==> src/rtl/elevator_controller_if.sv <==
// Panel signals between the car controller and the button/LED board.
// No latency: plain wires.
// No backpressure: level buttons in, LEDs out.
interface elevator_controller_if;
  logic st_floor_button;
  logic nd_floor_button;
  logic rd_floor_button;
  logic sos_button;
  logic weight_sensor;
  logic st_floor_led;
  logic nd_floor_led;
  logic rd_floor_led;
  logic door_status_led;
  logic weight_led;
  logic sos_led;
  logic emergency_led;

  // Controller side: reads buttons and sensors, drives LEDs.
  modport slave (
    input  st_floor_button, nd_floor_button, rd_floor_button, sos_button, weight_sensor,
    output st_floor_led, nd_floor_led, rd_floor_led, door_status_led, weight_led,
           sos_led, emergency_led
  );

  // Panel side: drives buttons and sensors, reads LEDs.
  modport master (
    output st_floor_button, nd_floor_button, rd_floor_button, sos_button, weight_sensor,
    input  st_floor_led, nd_floor_led, rd_floor_led, door_status_led, weight_led,
           sos_led, emergency_led
  );
endinterface

==> src/rtl/elevator_controller.sv <==
// Three-floor car sequencer: call latching, collective direction-preserving travel, door timing, SOS.
// Latency: door opens 1 + N*TRAVEL_TICKS edges after a call N floors away; LEDs are registered-state decodes.
// No backpressure: buttons are sampled every cycle; overweight holds the door open indefinitely.
module elevator_controller #(
  parameter int TRAVEL_TICKS = 3,
  parameter int DOOR_TICKS   = 4
) (
  input  logic              clk,
  input  logic              rst,
  elevator_controller_if.slave io
);

  localparam int MAX_TICKS = (TRAVEL_TICKS > DOOR_TICKS) ? TRAVEL_TICKS : DOOR_TICKS;
  localparam int CW        = (MAX_TICKS > 1) ? $clog2(MAX_TICKS) : 1;
  localparam logic [CW-1:0] TRAVEL_LD = CW'(TRAVEL_TICKS - 1);
  localparam logic [CW-1:0] DOOR_LD   = CW'(DOOR_TICKS - 1);

  typedef enum logic [2:0] {
    IDLE      = 3'd0,
    MOVE_UP   = 3'd1,
    MOVE_DOWN = 3'd2,
    DOOR_OPEN = 3'd3,
    EMERGENCY = 3'd4
  } state_t;

  state_t        state, state_d;
  logic [1:0]    floor, floor_d;
  logic [2:0]    req, req_d;
  logic          dir, dir_d;
  logic [CW-1:0] cnt, cnt_d;
  logic          sos_q;

  logic [2:0]    btn, here, req_in, nf_hot;
  logic [1:0]    nf;
  logic          sos_edge, restart, any_above, any_below, ahead, behind;

  function automatic logic [2:0] above_mask(input logic [1:0] f);
    case (f)
      2'd0:    above_mask = 3'b110;
      2'd1:    above_mask = 3'b100;
      default: above_mask = 3'b000;
    endcase
  endfunction

  function automatic logic [2:0] below_mask(input logic [1:0] f);
    case (f)
      2'd0:    below_mask = 3'b000;
      2'd1:    below_mask = 3'b001;
      default: below_mask = 3'b011;
    endcase
  endfunction

  // State register plus SOS edge-detect flop.
  always_ff @(posedge clk) begin
    if (rst) begin
      state <= IDLE;
      floor <= 2'd0;
      req   <= 3'b000;
      dir   <= 1'b1;
      cnt   <= '0;
      sos_q <= 1'b0;
    end else begin
      state <= state_d;
      floor <= floor_d;
      req   <= req_d;
      dir   <= dir_d;
      cnt   <= cnt_d;
      sos_q <= io.sos_button;
    end
  end

  // Next-state logic: SOS edge overrides timing, timing/arrival overrides new calls.
  always_comb begin
    state_d = state;
    floor_d = floor;
    req_d   = req;
    dir_d   = dir;
    cnt_d   = cnt;
    nf      = floor;
    nf_hot  = 3'b000;

    btn      = {io.rd_floor_button, io.nd_floor_button, io.st_floor_button};
    here     = 3'b001 << floor;
    sos_edge = io.sos_button & ~sos_q;
    // With the door open, a call for this floor only extends the door time.
    restart  = (state == DOOR_OPEN) && (|(btn & here));
    req_in   = req | (btn & ~((state == DOOR_OPEN) ? here : 3'b000));
    any_above = |(req_in & above_mask(floor));
    any_below = |(req_in & below_mask(floor));
    ahead     = dir ? any_above : any_below;
    behind    = dir ? any_below : any_above;

    if (sos_edge) begin
      if (state == EMERGENCY) begin
        state_d = IDLE;
      end else begin
        state_d = EMERGENCY;
        req_d   = 3'b000;
        cnt_d   = '0;
      end
    end else begin
      case (state)
        IDLE: begin
          req_d = req_in;
          if (|(req_in & here)) begin
            req_d   = req_in & ~here;
            state_d = DOOR_OPEN;
            cnt_d   = DOOR_LD;
          end else if (any_above) begin
            state_d = MOVE_UP;
            dir_d   = 1'b1;
            cnt_d   = TRAVEL_LD;
          end else if (any_below) begin
            state_d = MOVE_DOWN;
            dir_d   = 1'b0;
            cnt_d   = TRAVEL_LD;
          end
        end
        MOVE_UP, MOVE_DOWN: begin
          req_d = req_in;
          if (cnt != '0) begin
            cnt_d = cnt - CW'(1);
          end else if ((state == MOVE_UP && floor == 2'd2) ||
                       (state == MOVE_DOWN && floor == 2'd0)) begin
            // Nothing beyond the shaft end; park rather than overrun.
            state_d = IDLE;
          end else begin
            nf      = (state == MOVE_UP) ? floor + 2'd1 : floor - 2'd1;
            nf_hot  = 3'b001 << nf;
            floor_d = nf;
            if (|(req_in & nf_hot)) begin
              req_d   = req_in & ~nf_hot;
              state_d = DOOR_OPEN;
              cnt_d   = DOOR_LD;
            end else begin
              cnt_d = TRAVEL_LD;
            end
          end
        end
        DOOR_OPEN: begin
          req_d = req_in;
          if (restart) begin
            cnt_d = DOOR_LD;
          end else if (cnt != '0) begin
            cnt_d = cnt - CW'(1);
          end else if (io.weight_sensor) begin
            cnt_d = '0;
          end else if (ahead) begin
            state_d = dir ? MOVE_UP : MOVE_DOWN;
            cnt_d   = TRAVEL_LD;
          end else if (behind) begin
            dir_d   = ~dir;
            state_d = dir ? MOVE_DOWN : MOVE_UP;
            cnt_d   = TRAVEL_LD;
          end else begin
            state_d = IDLE;
          end
        end
        EMERGENCY: begin
          // Calls are ignored until SOS is toggled off.
        end
        default: state_d = IDLE;
      endcase
    end
  end

  // Panel LEDs decoded from registered state.
  assign io.st_floor_led    = (floor == 2'd0);
  assign io.nd_floor_led    = (floor == 2'd1);
  assign io.rd_floor_led    = (floor == 2'd2);
  assign io.door_status_led = (state == DOOR_OPEN);
  assign io.weight_led      = (state == DOOR_OPEN) && (cnt == '0) && io.weight_sensor;
  assign io.sos_led         = (state == EMERGENCY);
  assign io.emergency_led   = (state == EMERGENCY);

endmodule
==> src/flat_wrapper.sv <==
// flat-port wrapper written by rule: the top's interface ports become plain ports
module elevator_controller_flat 
#(
  parameter int TRAVEL_TICKS = 3,
  parameter int DOOR_TICKS   = 4
)
  (clk, rst, io_st_floor_button, io_nd_floor_button, io_rd_floor_button, io_sos_button, io_weight_sensor, io_st_floor_led, io_nd_floor_led, io_rd_floor_led, io_door_status_led, io_weight_led, io_sos_led, io_emergency_led);
  elevator_controller_if io_i ();
  input  logic clk;
  input  logic rst;
  input wire logic [$bits(io_i.st_floor_button)-1:0] io_st_floor_button;
  input wire logic [$bits(io_i.nd_floor_button)-1:0] io_nd_floor_button;
  input wire logic [$bits(io_i.rd_floor_button)-1:0] io_rd_floor_button;
  input wire logic [$bits(io_i.sos_button)-1:0] io_sos_button;
  input wire logic [$bits(io_i.weight_sensor)-1:0] io_weight_sensor;
  output wire logic [$bits(io_i.st_floor_led)-1:0] io_st_floor_led;
  output wire logic [$bits(io_i.nd_floor_led)-1:0] io_nd_floor_led;
  output wire logic [$bits(io_i.rd_floor_led)-1:0] io_rd_floor_led;
  output wire logic [$bits(io_i.door_status_led)-1:0] io_door_status_led;
  output wire logic [$bits(io_i.weight_led)-1:0] io_weight_led;
  output wire logic [$bits(io_i.sos_led)-1:0] io_sos_led;
  output wire logic [$bits(io_i.emergency_led)-1:0] io_emergency_led;
  assign io_i.st_floor_button = io_st_floor_button;
  assign io_i.nd_floor_button = io_nd_floor_button;
  assign io_i.rd_floor_button = io_rd_floor_button;
  assign io_i.sos_button = io_sos_button;
  assign io_i.weight_sensor = io_weight_sensor;
  assign io_st_floor_led = io_i.st_floor_led;
  assign io_nd_floor_led = io_i.nd_floor_led;
  assign io_rd_floor_led = io_i.rd_floor_led;
  assign io_door_status_led = io_i.door_status_led;
  assign io_weight_led = io_i.weight_led;
  assign io_sos_led = io_i.sos_led;
  assign io_emergency_led = io_i.emergency_led;
  elevator_controller #(.TRAVEL_TICKS(TRAVEL_TICKS), .DOOR_TICKS(DOOR_TICKS)) u_core (.clk(clk), .rst(rst), .io(io_i));
endmodule
==> config.mk <==
export PLATFORM = sky130hd
export DESIGN_NAME = elevator_controller_flat
export DESIGN_NICKNAME = d
export VERILOG_FILES = /design/src/rtl/elevator_controller_if.sv /design/src/rtl/elevator_controller.sv /design/src/flat_wrapper.sv
export SDC_FILE = /design/constraint.sdc
export NUM_CORES = 1
export LEC_CHECK = 0
export ABC_AREA = 1
export CAP_MARGIN = 20
export CORE_MARGIN = 5
export CORE_UTILIZATION = 25
export CTS_CLUSTER_DIAMETER = 80
export DETAILED_ROUTE_END_ITERATION = 6
export PLACE_DENSITY = 0.44
export SETUP_SLACK_MARGIN = 0.3
export SLEW_MARGIN = 10
export SYNTH_ARGS = -nofsm -noshare
export SYNTH_HDL_FRONTEND = slang
export SYNTH_SLANG_ARGS = --single-unit
==> constraint.sdc <==
create_clock -name clk -period 1.85 [get_ports clk]
set_input_delay 0.2775 -clock clk [delete_from_list [all_inputs] [get_ports clk]]
set_output_delay 0.2775 -clock clk [all_outputs]
set_load 0.02 [all_outputs]
* After elaboration in Yosys (flattened, before gate mapping)
Cells that the tools add are included.
** Storage, ports and cells
- Latch bits :: 0
- Bits in read-only memories :: 0
- RAM bits :: 0
- Input bits :: 7
- Memories kept :: 0
- Register bits after elaboration :: 12
- Output and inout port bits :: 7
** Cells by class
- Bitwise logic cells :: 18
- Equal/unequal tests :: 23
- Muxes and demuxes :: 52
- Div/mod/pow operators :: 0
- Magnitude comparators :: 0
- Reduce and logical (&&, ||, !) cells :: 23
- Add/subtract/negate cells :: 3
- Multipliers :: 0
- Shift operators :: 2
** Operators by type and width (number)
- 3-bit 2-to-1 mux :: 20
- 2-bit 2-to-1 mux :: 15
- 3-bit AND :: 7
- 3-bit OR reduction :: 5
- 2-bit inequality test (second input constant) :: 6
- 3-bit by 2-bit inequality test with 1-bit output (second input constant) :: 4
- 3-bit case mux with 4 select lines :: 1
- 1-bit 2-to-1 mux :: 11
- 3-bit NOT :: 3
- 3-bit case mux with 3 select lines :: 1
- 9-bit AND reduction :: 1
- 7-bit by 2-bit inequality test with 1-bit output (second input constant) :: 1
- 7-bit AND reduction :: 1
- 3-bit by 2-bit equality test with 1-bit output (second input constant) :: 2
- 2-bit case mux with 3 select lines :: 1
- 3-bit case mux with 2 select lines :: 1
- 1-bit by 2-bit left shift with 3-bit output (first input constant) :: 2
- 1-bit logical AND :: 5
- 5-bit by 1-bit inequality test with 1-bit output (second input constant) :: 1
- 1-bit NOT :: 5
- 5-bit AND reduction :: 1
- 2-bit logical NOT :: 2
- 2-bit by 1-bit inequality test with 1-bit output (second input constant) :: 2
- 4-bit by 1-bit inequality test with 1-bit output (second input constant) :: 1
- other kinds (20) :: 22

* Logic depth before layout (Yosys ltp)
Gate-level depths: netlist (run 1).
- Depth after elaboration :: 15
- Mapped depth :: 14

* Least setup slack after synthesis (run 1)
Ideal clock, no wire load.
- Kind :: register to register
- Start point :: reg u_core.floor[0]
- End point :: reg u_core.cnt[1]
- Library setup time :: 0.113 ns
- Arrival time :: 1.740 ns
- Buffers on the path :: 0
- Setup slack :: -0.003 ns
- Cell stages (with the launch flop) :: 14
- Clock period less this slack :: 1.853 ns
- Data required time :: 1.737 ns
- Cell sequence :: dfxtp_1 > inv_1 > ha_1 > inv_1 > o21ai_0 > nand2_1 > inv_1 > nand3_1 > o21ai_2 > inv_1 > nor2_4 > nor2_4 > nor2_1 > nor2_1
** Between the ends
- Elaborated cells between the ends (all ways) :: 36
** RTL lines
- from (decl) :: line elevator_controller.sv:27 : logic [1:0] floor, floor_d;
- from (signal assigned) :: line elevator_controller.sv:64 : floor <= floor_d;
- 2-bit logical NOT *
- via io_st_floor_led :: line flat_wrapper.sv:16 : output wire logic [$bits(io_i.st_floor_led)-1:0] io_st_floor_led;
- 2-bit case mux with 2 select lines / 3-bit case mux with 2 select lines (equally long branches) :: line elevator_controller.sv:46, elevator_controller.sv:38
- 3-bit by 2-bit AND with 3-bit output / 3-bit AND (equally long branches) :: line elevator_controller.sv:89, elevator_controller.sv:88
- 3-bit OR reduction (on tied branches) :: line elevator_controller.sv:89, elevator_controller.sv:88
- 1-bit 2-to-1 mux :: line elevator_controller.sv:90 : ahead = dir ? any_above : any_below;
- 2-bit 2-to-1 mux :: line elevator_controller.sv:148 : end else if (ahead) begin
- 2-bit 2-to-1 mux :: line elevator_controller.sv:146 : end else if (io.weight_sensor) begin
- 2-bit 2-to-1 mux :: line elevator_controller.sv:144 : end else if (cnt != '0) begin
- 2-bit 2-to-1 mux :: line elevator_controller.sv:142 : if (restart) begin
- 2-bit case mux with 3 select lines :: line elevator_controller.sv:102 : case (state)
- 2-bit 2-to-1 mux :: line elevator_controller.sv:93 : if (sos_edge) begin
- to (signal assigned) :: line elevator_controller.sv:67 : cnt <= cnt_d;
- to (decl) :: line elevator_controller.sv:30 : logic [CW-1:0] cnt, cnt_d;
The timed path passes the listed nets; every way through them passes the cells marked *.
A chain may end at the register's enable or synchronous reset.

* Worst setup path after layout (run 1)
- Start point :: reg u_core.floor[0]
- End point :: reg u_core.state[1]
** Between the ends
- Word-level cells in the longest chain between the ends :: 15
- Elaborated cells between the ends (all ways) :: 45
** RTL lines
- 1-bit by 2-bit left shift with 3-bit output :: line elevator_controller.sv:83 : here = 3'b001 << floor;
- 3-bit 2-to-1 mux :: line elevator_controller.sv:87 : req_in = req | (btn & ~((state == DOOR_OPEN) ? here : 3'b000));
- 3-bit NOT :: line elevator_controller.sv:87
- 3-bit AND :: line elevator_controller.sv:87
- 3-bit OR :: line elevator_controller.sv:87
- 3-bit AND / 3-bit by 2-bit AND with 3-bit output (equally long branches) :: line elevator_controller.sv:88, elevator_controller.sv:89
- 3-bit OR reduction (on tied branches) :: line elevator_controller.sv:88, elevator_controller.sv:89
- 1-bit 2-to-1 mux :: line elevator_controller.sv:91 : behind = dir ? any_below : any_above;
- 3-bit 2-to-1 mux :: line elevator_controller.sv:151 : end else if (behind) begin
- 3-bit 2-to-1 mux :: line elevator_controller.sv:148
- 3-bit 2-to-1 mux :: line elevator_controller.sv:146
- 3-bit 2-to-1 mux :: line elevator_controller.sv:144
- 3-bit 2-to-1 mux :: line elevator_controller.sv:142
- 3-bit case mux with 4 select lines :: line elevator_controller.sv:102
- 3-bit 2-to-1 mux :: line elevator_controller.sv:93
- to (signal assigned) :: line elevator_controller.sv:63 : state <= state_d;
- to (decl) :: line elevator_controller.sv:26 : state_t state, state_d;
Parallel ways exist; a longest one is shown, timed or not. The select of a mux whose other input is x is not followed.

==> flow_summary_export.csv, run 1 <==
group,metric,value,unit
outcome,status,"finished, final reports clean",
drt,via_per_inst,4.50,
setup_path,required,1.99,ns
timing,fin_tns_setup,0,ns
floorplanning,die_h,80.7,um
power,p_leak,0.850,nW
synthesis,async_reset_ff_share,0,%
clock_tree,clkTransAtPathRegs,0.06,ns
power,total_power,2.77,mW
final_layout,final_cell_mix,"47 x nand2_1, 25 x buf_4, 19 x nor2_1",
drt,wl,3960,um
timing,rsz0062_at_grt,"true",
clock_tree,root_buffer,"clkbuf_8",
synthesis,yosysSeqAreaShare,19.2,%
setup_path,critPathCaptureType,"flip-flop",
floorplanning,start_util,26.1,%
clock_tree,clock_path_buffers,2,
placement,port_buffers,13,
setup_path,cp_max_fo,4,
synthesis,yosys-top-cells-area,"dfxtp_1 19%, nand2_1 16%, inv_1 7.2%",
clock_tree,htreeDepth,1,
setup_path,cp-start-kind,"flip-flop",
timing,hold_violations,0,
synthesis,synth_top_area_share,19.2,%
final_layout,n_antenna_cell,0,
global_route,grt_pass1_wl,6780,um
synthesis,ys_seq_elements,12,
floorplanning,dieArea,6520,um2
global_route,globalRouteTotalUtil,13.5,%
clock_tree,cts_hold_buf,0,
final_layout,drive_above_1_share,41.5,%
power,p_per_area,1440,nW/um2
drt,antenna_left,0,
timing,setup_viol,0,
final_layout,syn_to_final_growth,53.3,%
timing,max_freq,574,MHz
synthesis,synthCells,205,
setup_path,cp_data_arrival_time,1.89,ns
synthesis,synthFlopType,"dfxtp_1",
clock_tree,insertion_delay,0.24,ns
final_layout,final_nets,263,
placement,dp_slack,-0.00850,ns
setup_path,crit_type,"flip-flop to flip-flop",
synthesis,ys_types,28,
timing,skew,0.00231,ns
timing,timing.final.crit_period,1.74,ns
drt,drt_iter0_markers,64,
global_route,grt_pass1_vias,1435,
drt,wl_per_cell,12.6,um
global_route,grt_overflow_total,0,
min_path,hold_path_class,"flip-flop to flip-flop",
timing,holdWs,0.466,ns
drt,drc,0,
clock_tree,cts_buffers,3,
timing,min_period_over_period,94.2,%
run,maxCapViolations,0,
timing,slew_headroom,80.0,%
final_layout,fin_area,1920,um2
timing,fin_ws,0.107,ns
timing,finalMaxSlewViolations,0,
power,max-vdd-ir-drop,0.636,mV
clock_tree,cts.sinks,12,
drt,m1WireLength,1930,um
placement,placed_area,1640,um2
drt,routed.top_layer,"met4",
drt,wl_met3,134,um
placement,gp_congestion,0.749,
floorplanning,rows,25,
timing,tightest_slew,0.300,ns
drt,drt_first_pass_iters,5,
clock_tree,cts_tree,"yes",
synthesis,post-synth-top-area-cell,"dfxtp_1",
drt,via_count,1417,
drt,wl_met2,1870,um
synthesis,netlist_area,1250,um2
synthesis,synth_warnings,0,
synthesis,synth_edf_count,0,
placement,dpl.hpwl,3060,um
final_layout,final_common_cell,"nand2_1",
synthesis,syn_nets,219,
global_route,grt_antenna_before_repair,0,
synthesis,avgSynthCellArea,6.10,um2
global_route,grt_max_degree,10,
floorplanning,core,4790,um2
floorplanning,fp.dieW,80.7,um
floorplanning,io_pins,14,
-- final timing paths --
check	startpoint	end	slack (ns)	cells after the start
hold / removal	u_core.req[2]	u_core.req[2]	0.47	2
setup reg to reg	u_core.floor[0]	u_core.state[1]	0.11	11
setup / recovery	u_core.floor[0]	u_core.state[1]	0.11	11
hold reg to reg	u_core.req[2]	u_core.req[2]	0.47	2
-- logic make-up after synthesis --
kind of cell,share of synthesized area (%)
and+or+nand+nor,47.6
buffers and inverters,12.0
AOI/OAI and AO/OA,13.5
DFF,19.2
adders and majority gates,7.00
xor gates and xnor gates,0.700
-- worst max-delay path: stages (launching register included) --
cell and delay, ns:
dfxtp_4 0.40, inv_8 0.06, ha_4 0.28, nand4_1 0.09
nand2_1 0.11, nand3_1 0.13, nand4_1 0.11, nand2_1 0.08
o21bai_1 0.21, nand2_1 0.08, nand2_1 0.06, nor2_1 0.04
-- report_power, final --
part	leakage [nW]	switching [mW]	total, mW	internal [mW]
clock	0.0288	0.114	0.302	0.188
combinational	0.719	1.13	1.99	0.856
sequential	0.102	0.127	0.477	0.350
total	0.850	1.37	2.77	1.39
-- metal layers --
layer  vias to the layer above  GRT usage [%]
met2                        20           22.5
met3                         2           2.44
met4                         0           2.53
met1                       642           18.3
li1                        753              -
met5                         -              0
-- flip-flops by register name, indices dropped and copies added, names as in the netlist --
name / cells
u_core.cnt: 2
u_core.sos_q: 1
u_core.req: 3
u_core.floor: 2
u_core.dir: 1
u_core.state: 3
-- metrics by stage --
| stage | cells | utilization, % |
|---|---|---|
| after floorplan | 205 | - |
| after global placement | 296 | 34.2 |
| after detailed placement | 296 | 34.2 |
| after CTS | 313 | 38.7 |
| after global routing | 315 | 40.1 |
| final | 315 | 40.1 |
-- cells in the mapped netlist (all sizes together) (3+ instances only) --
library cell  instances
nand2                62
inv                  30
nor2                 27
nand3                20
dfxtp                12
o21ai                12
a21oi                10
nand4                 9
ha                    7
buf                   4
nor3                  3
o2111ai               3
-- area by class of cell --
class	instances	area (um2)
clock buffer	4	55.1
fill	514	2870
inverter	31	129
multi-input combinational	158	1020
sequential	12	259
tap	67	83.8
timing repair buffer	42	365
timing repair inverter	1	7.51
-- what timing repair did --
action	4_1_cts	5_1_grt
setup endpoints to repair	17	16
buffers inserted	12	2
pin swaps	14	18
gates resized for setup	36	29
gates cloned	1	0
No activity file was read; power rests on OpenSTA's default activity.
==> inputs of run 2 (changes only) <==
Settings changed: CORE_MARGIN 5 to unset, CORE_UTILIZATION 25 to 35, PLACE_DENSITY 0.44 to 0.57.
==> run 2 against run 1 <==
  * Die area down 41%
  * Sequential power rose by 2%
  * Critical path type unchanged
  * Non-clock buffer count increased by 3
  * Count of clock-buffer cells in the layout did not move
  * Sequential share of layout area up 0.18 points
  * Global-route usage rose by 8.6 points
  * Cell count is 5.7% lower
  * First-iteration DRC count is 14% lower
  * Critical path depth increased by 3
==> flow_summary_export.csv, run 2 (synthesis gave the netlist of run 1 again) <==
group,metric,value,unit
drt,via_per_inst,5.17,
setup_path,max_stage_delay,0.38,ns
drt,drt_first_pass_iters,4,
final_layout,final_nets,266,
setup_path,r2r-end,"u_core.cnt[1]",
timing,hold_violations,0,
timing,finalMaxSlewViolations,0,
global_route,grt_max_degree,12,
timing,skew,0.0144,ns
setup_path,slowest_stage,"dfxtp_4",
placement,gp_congestion,0.938,
timing,slew_headroom,81.9,%
timing,tightest_slew,0.271,ns
clock_tree,cts.sinks,12,
floorplanning,io_pins,14,
clock_tree,cts_tree,"yes",
drt,wl,3830,um
outcome,status,"finished, final reports clean",
setup_path,crit_path_frequent_cell,"nand2_2",
floorplanning,rows,21,
floorplanning,dieArea,3820,um2
final_layout,n_antenna_cell,0,
setup_path,crit_type,"flip-flop to flip-flop",
power,p_leak,0.860,nW
global_route,grt_pass1_vias,1428,
setup_path,required,2.09,ns
min_path,hold_path_class,"flip-flop to flip-flop",
setup_path,critPathCaptureType,"flip-flop",
clock_tree,root_buffer,"clkbuf_4",
min_path,min-delay-start,"u_core.req[2]",
drt,antenna_left,0,
power,max-vdd-ir-drop,0.685,mV
min_path,worstHoldEndpoint,"u_core.req[2]",
placement,dp.cells,271,
timing,max_freq,584,MHz
timing,fin_ws,0.136,ns
clock_tree,cts_buffers,3,
floorplanning,core,3390,um2
floorplanning,die_h,61.8,um
drt,wl_per_cell,12.9,um
global_route,grt_overflow_total,0,
placement,dp_slack,-0.0526,ns
timing,timing.final.crit_period,1.71,ns
final_layout,final_cell_mix,"45 x nand2_1, 29 x buf_4, 18 x nor2_1",
floorplanning,fp.dieW,61.8,um
setup_path,cp_data_arrival_time,1.95,ns
global_route,grt_antenna_before_repair,0,
floorplanning,start_util,36.9,%
global_route,grt_pass1_wl,6240,um
setup_path,path_cells,"inv_8, ha_4, nand4_1, nand2_1, nand2_2, nand2_2, nand2_4, nor3_4, nand2_2, nand2_2, nor2_4, nand2_1, nand2_1, nor2_1",
final_layout,final_cells,297,
global_route,globalRouteTotalUtil,22.1,%
timing,setup_viol,0,
final_layout,top_regs,"u_core.req x3, u_core.state x3",
drt,via_count,1535,
setup_path,reg2reg_depth,14,
setup_path,r2r-start,"u_core.floor[0]",
final_layout,fin_area,1890,um2
setup_path,cp-start-kind,"flip-flop",
setup_path,r2r_slack,0.14,ns
clock_tree,clock_path_buffers,2,
min_path,holdPathStages,2,
clock_tree,clkTransAtPathRegs,0.09,ns
final_layout,drive_above_1_share,43.0,%
run,maxCapViolations,0,
placement,placed_area,1570,um2
timing,rsz0062_at_grt,"true",
drt,drc,0,
placement,dpl.hpwl,2790,um
final_layout,n_fill_cell,324,
setup_path,crit_buf_inv,1,
placement,port_buffers,13,
timing,fin_tns_setup,0,ns
setup_path,cp_max_fo,6,
power,p_per_area,1450,nW/um2
clock_tree,htreeDepth,1,
final_layout,syn_to_final_growth,51.3,%
drt,drt_iter0_markers,55,
final_layout,final_common_cell,"nand2_1",
clock_tree,cts_hold_buf,0,
clock_tree,insertion_delay,0.29,ns
setup_path,cp_top_family,"simple AND/OR/NAND/NOR gates",
timing,min_period_over_period,92.6,%
-- run 2: cell count changes in the layout (fill, tap and decap cells not counted), sizes merged --
cell         change
dlygate4sd2      -1
buf              +3
clkbuf           +1
-- run 2: layout make-up --
class                           instances  area, um2  share of cell area (%)
Clock buffer                            4       36.3                    1.92
Tap cell                               46       57.6                    3.04
Timing Repair Buffer                   45        370                    19.6
Inverter                               31        131                    6.94
Multi-Input combinational cell        158       1030                    54.5
Sequential cell                        12        259                    13.7
Timing Repair inverter                  1       7.51                   0.397
-- run 2: repair_timing --
item / in CTS / in global routing
gates resized for setup: 47 / 23
setup buffers: 11 / 10
setup endpoints to repair: 17 / 16
gates cloned: 0 / 1
pin swaps: 18 / 12
-- run 2: worst register-to-register path, cell delays in order (launching register included) --
cell     delay (ns)
dfxtp_4        0.38
inv_8          0.08
ha_4           0.16
nand4_1        0.10
nand2_1        0.09
nand2_2        0.09
nand2_2        0.09
nand2_4        0.10
nor3_4         0.17
nand2_2        0.10
nand2_2        0.09
nor2_4         0.04
nand2_1        0.05
nand2_1        0.05
nor2_1         0.08
-- run 2: worst max path at each step --
stage                             startpoint       endpoint  depth (start not counted)
after floorplan              u_core.floor[0]  u_core.cnt[1]                         13
after global placement    io_st_floor_button  u_core.cnt[1]                          9
after detailed placement  io_st_floor_button  u_core.cnt[0]                         12
after CTS                    u_core.floor[0]  u_core.cnt[0]                         14
after global routing         u_core.floor[1]  u_core.cnt[1]                         14
final                        u_core.floor[0]  u_core.cnt[1]                         14
-- run 2: stage by stage --
step / util (%) / total power [mW] / hold WS, ns
after floorplan: - / 1.63 / 0.340
after global placement: 46.3 / 2.02 / 0.458
after detailed placement: 46.3 / 2.04 / 0.461
after CTS: 52.0 / 2.55 / 0.472
after global routing: 55.9 / 2.97 / 0.487
final: 55.9 / 2.74 / 0.470
-- run 2: metal layers --
metal,share of wire [%],GRT usage (%),vias up
li1,-,-,765
met3,5.5,4.14,13
met4,2.5,8.89,0
met1,45,29.9,704
met2,47,34.7,53
met5,0,0,-
-- run 2: power breakdown --
| group | switching [mW] | total, mW | internal [mW] |
|---|---|---|---|
| Clock | 0.101 | 0.221 | 0.120 |
| Combinational | 1.16 | 2.03 | 0.869 |
| Sequential | 0.137 | 0.486 | 0.349 |
==> inputs of run 3 (changes only) <==
Settings changed: ABC_AREA 1 to 0, GPL_TIMING_DRIVEN set to 0.
==> run 3 against run 2 <==
  * The flow now finishes with violations (negative setup slack)
  * First-iteration DRC count increased by 110%
  * Register-to-register slack lost 0.40 ns
  * Combinational power rose by 15%
  * Critical endpoint unchanged
  * Largest cell class unchanged
==> flow_summary_export.csv, run 3 <==
group,metric,value,unit
setup_path,path_cells,"buf_12, ha_4, buf_4, a311oi_4, a21oi_4, a31oi_4, or4b_4, a21oi_2",
synthesis,yosysSeqAreaShare,19.1,%
synthesis,post-synth-top-area-cell,"dfxtp_1",
clock_tree,insertion_delay,0.30,ns
placement,dpl.hpwl,2610,um
synthesis,netlist_area,1260,um2
clock_tree,cts.sinks,12,
final_layout,final_cell_mix,"23 x buf_4, 17 x nor2_1, 10 x nand2_1",
placement,dp_slack,-0.490,ns
timing,timing.final.crit_period,2.11,ns
outcome,status,"complete, but fails checks",
global_route,grt_pass1_wl,6130,um
floorplanning,die_h,62,um
setup_path,crit_type,"flip-flop to flip-flop",
timing,tightest_slew,0.588,ns
setup_path,max_stage_delay,0.47,ns
timing,hold_violations,0,
synthesis,yosys-top-cells-area,"dfxtp_1 19%, ha_1 7.0%, nor2_1 6.3%",
final_layout,syn_to_final_growth,59.8,%
drt,wl_per_cell,16.0,um
drt,wl,4040,um
timing,setup_viol,5,
global_route,globalRouteTotalUtil,22.4,%
outcome,violations,"negative setup slack",
min_path,worstHoldEndpoint,"u_core.req[0]",
placement,port_buffers,13,
setup_path,required,2.08,ns
timing,finalMaxSlewViolations,0,
clock_tree,clkTransAtPathRegs,0.10,ns
global_route,grt_antenna_before_repair,0,
power,p_leak,0.803,nW
timing,max_freq,473,MHz
floorplanning,start_util,37.2,%
timing,min_period_over_period,114,%
synthesis,async_reset_ff_share,0,%
setup_path,r2r-end,"u_core.cnt[1]",
drt,antenna_left,0,
synthesis,syn_nets,177,
run,maxCapViolations,0,
min_path,holdPathStages,2,
clock_tree,clock_path_buffers,2,
setup_path,cp-start-kind,"flip-flop",
clock_tree,root_buffer,"clkbuf_4",
setup_path,r2r-start,"u_core.floor[1]",
drt,drt_iter0_markers,116,
synthesis,ys_types,57,
min_path,min-delay-start,"u_core.req[0]",
drt,via_per_inst,5.47,
floorplanning,rows,21,
synthesis,synthFlopType,"dfxtp_1",
clock_tree,htreeDepth,1,
setup_path,slowest_stage,"or4b_4",
drt,via_count,1379,
power,p_per_area,1480,nW/um2
final_layout,n_fill_cell,296,
synthesis,synth_top_area_share,19.1,%
floorplanning,core,3390,um2
drt,drt_first_pass_iters,4,
final_layout,drive_above_1_share,45.1,%
timing,skew,0.00187,ns
min_path,hold_path_class,"flip-flop to flip-flop",
clock_tree,cts_buffers,3,
drt,drc,0,
placement,gp_congestion,0.849,
power,max-vdd-ir-drop,0.663,mV
final_layout,top_regs,"u_core.req x3, u_core.state x3",
timing,slew_headroom,60.8,%
synthesis,synthCells,163,
global_route,grt_overflow_total,0,
synthesis,synthTopCellsByCount,"21 x nor2_1, 13 x inv_1, 12 x dfxtp_1, 10 x nand2_1, 9 x a21oi_1",
timing,fin_tns_setup,-1.03,ns
synthesis,ys_seq_elements,12,
global_route,grt_max_degree,11,
setup_path,reg2reg_depth,8,
final_layout,final_nets,221,
synthesis,synth_edf_count,0,
floorplanning,io_pins,14,
timing,rsz0062_at_grt,"true",
clock_tree,cts_hold_buf,0,
clock_tree,cts_tree,"yes",
final_layout,final_core_util,59.4,%
global_route,grt_pass1_vias,1274,
synthesis,synth.most_common_cell,"nor2_1",
setup_path,r2r_slack,-0.26,ns
final_layout,final_common_cell,"buf_4",
setup_path,critPathCaptureType,"flip-flop",
floorplanning,dieArea,3840,um2
setup_path,cp_data_arrival_time,2.35,ns
setup_path,cp_max_fo,5,
timing,fin_ws,-0.263,ns
synthesis,avgSynthCellArea,7.73,um2
floorplanning,fp.dieW,62,um
synthesis,synth_warnings,0,
final_layout,n_antenna_cell,0,
-- run 3: cell count changes in the layout (fill, tap and decap cells not counted), sizes merged, moves of 3 or more --
cell / change
a211oi: +5
nor2: -5
nand2b: +5
o21ai: -4
mux2i: +4
nand2: -52
xnor2: +3
nand4: -8
nand3: -14
inv: -16
o2111ai: -3
and2: +3
-- run 3: final cells by class --
| type | count | area [um2] | share of cell area (%) |
|---|---|---|---|
| multi-input combinational | 127 | 1120 | 55.6 |
| tap | 46 | 57.6 | 2.86 |
| timing repair buffer | 39 | 362 | 18.0 |
| clock buffer | 4 | 36.3 | 1.80 |
| buffer | 10 | 119 | 5.90 |
| inverter | 14 | 70.1 | 3.48 |
| sequential | 12 | 250 | 12.4 |
-- run 3: what timing repair did --
action                     CTS  global route
pin swaps                   15            19
setup buffers               18             7
setup endpoints to repair   18            16
gates cloned                 1             0
resized for setup           59            24
-- run 3: worst max path at each step --
stage,startpoint,endpoint,slack [ns],cells after the start
finish,u_core.floor[1],u_core.cnt[1],-0.26,8
global route,u_core.floor[0],u_core.state[0],-0.36,7
CTS,u_core.floor[0],u_core.state[1],-0.25,10
detailed placement,io_nd_floor_button,u_core.state[1],-0.49,7
global placement,io_nd_floor_button,u_core.state[1],-0.50,7
floorplan,u_core.floor[0],u_core.state[1],-0.15,9
-- run 3: worst max-delay path: cells and delay by family (launching register included) --
family / cells / cell delay, ns
AO/OA/AOI/OAI: 4 / 0.76
AND/OR/NAND/NOR: 1 / 0.47
flip-flops: 1 / 0.37
buffers and inverters: 2 / 0.27
adder cells (fa/ha/maj): 1 / 0.17
-- run 3: kinds of logic (layout without fill, tap and decap cells) --
family          count (synthesis)  in the layout  share of synthesized area, %
mux                             4              4                          3.18
flops                          12             12                          19.1
buf+inv                        24             67                          8.74
simple gates                   63             63                          27.5
compound gates                 50             50                          32.5
fa+ha+maj                       7              7                          6.95
xor+xnor                        3              3                          2.09
-- run 3: per-stage QoR --
stage / cells / power (mW) / hold WS (ns) / area [um2]
2_1_floorplan: 163 / 1.62 / 0.406 / 1350
3_3_place_gp: 222 / 1.94 / 0.491 / 1540
3_5_place_dp: 222 / 1.96 / 0.494 / 1540
4_1_cts: 245 / 2.72 / 0.531 / 1890
5_1_grt: 252 / 3.17 / 0.563 / 2010
6_report: 252 / 2.98 / 0.530 / 2010
-- run 3: where the power goes --
part / switching [mW] / internal [mW]
Combinational: 1.16 / 1.18
Sequential: 0.0701 / 0.334
Clock: 0.119 / 0.120
Total: 1.35 / 1.64
-- run 3: metal layers --
layer	track usage [%]	routed length, um	vias to the layer above
met5	0	0	-
met4	9.52	55	0
met3	2.90	204	7
met2	36.9	1990	38
met1	29.2	1790	656
li1	-	-	678
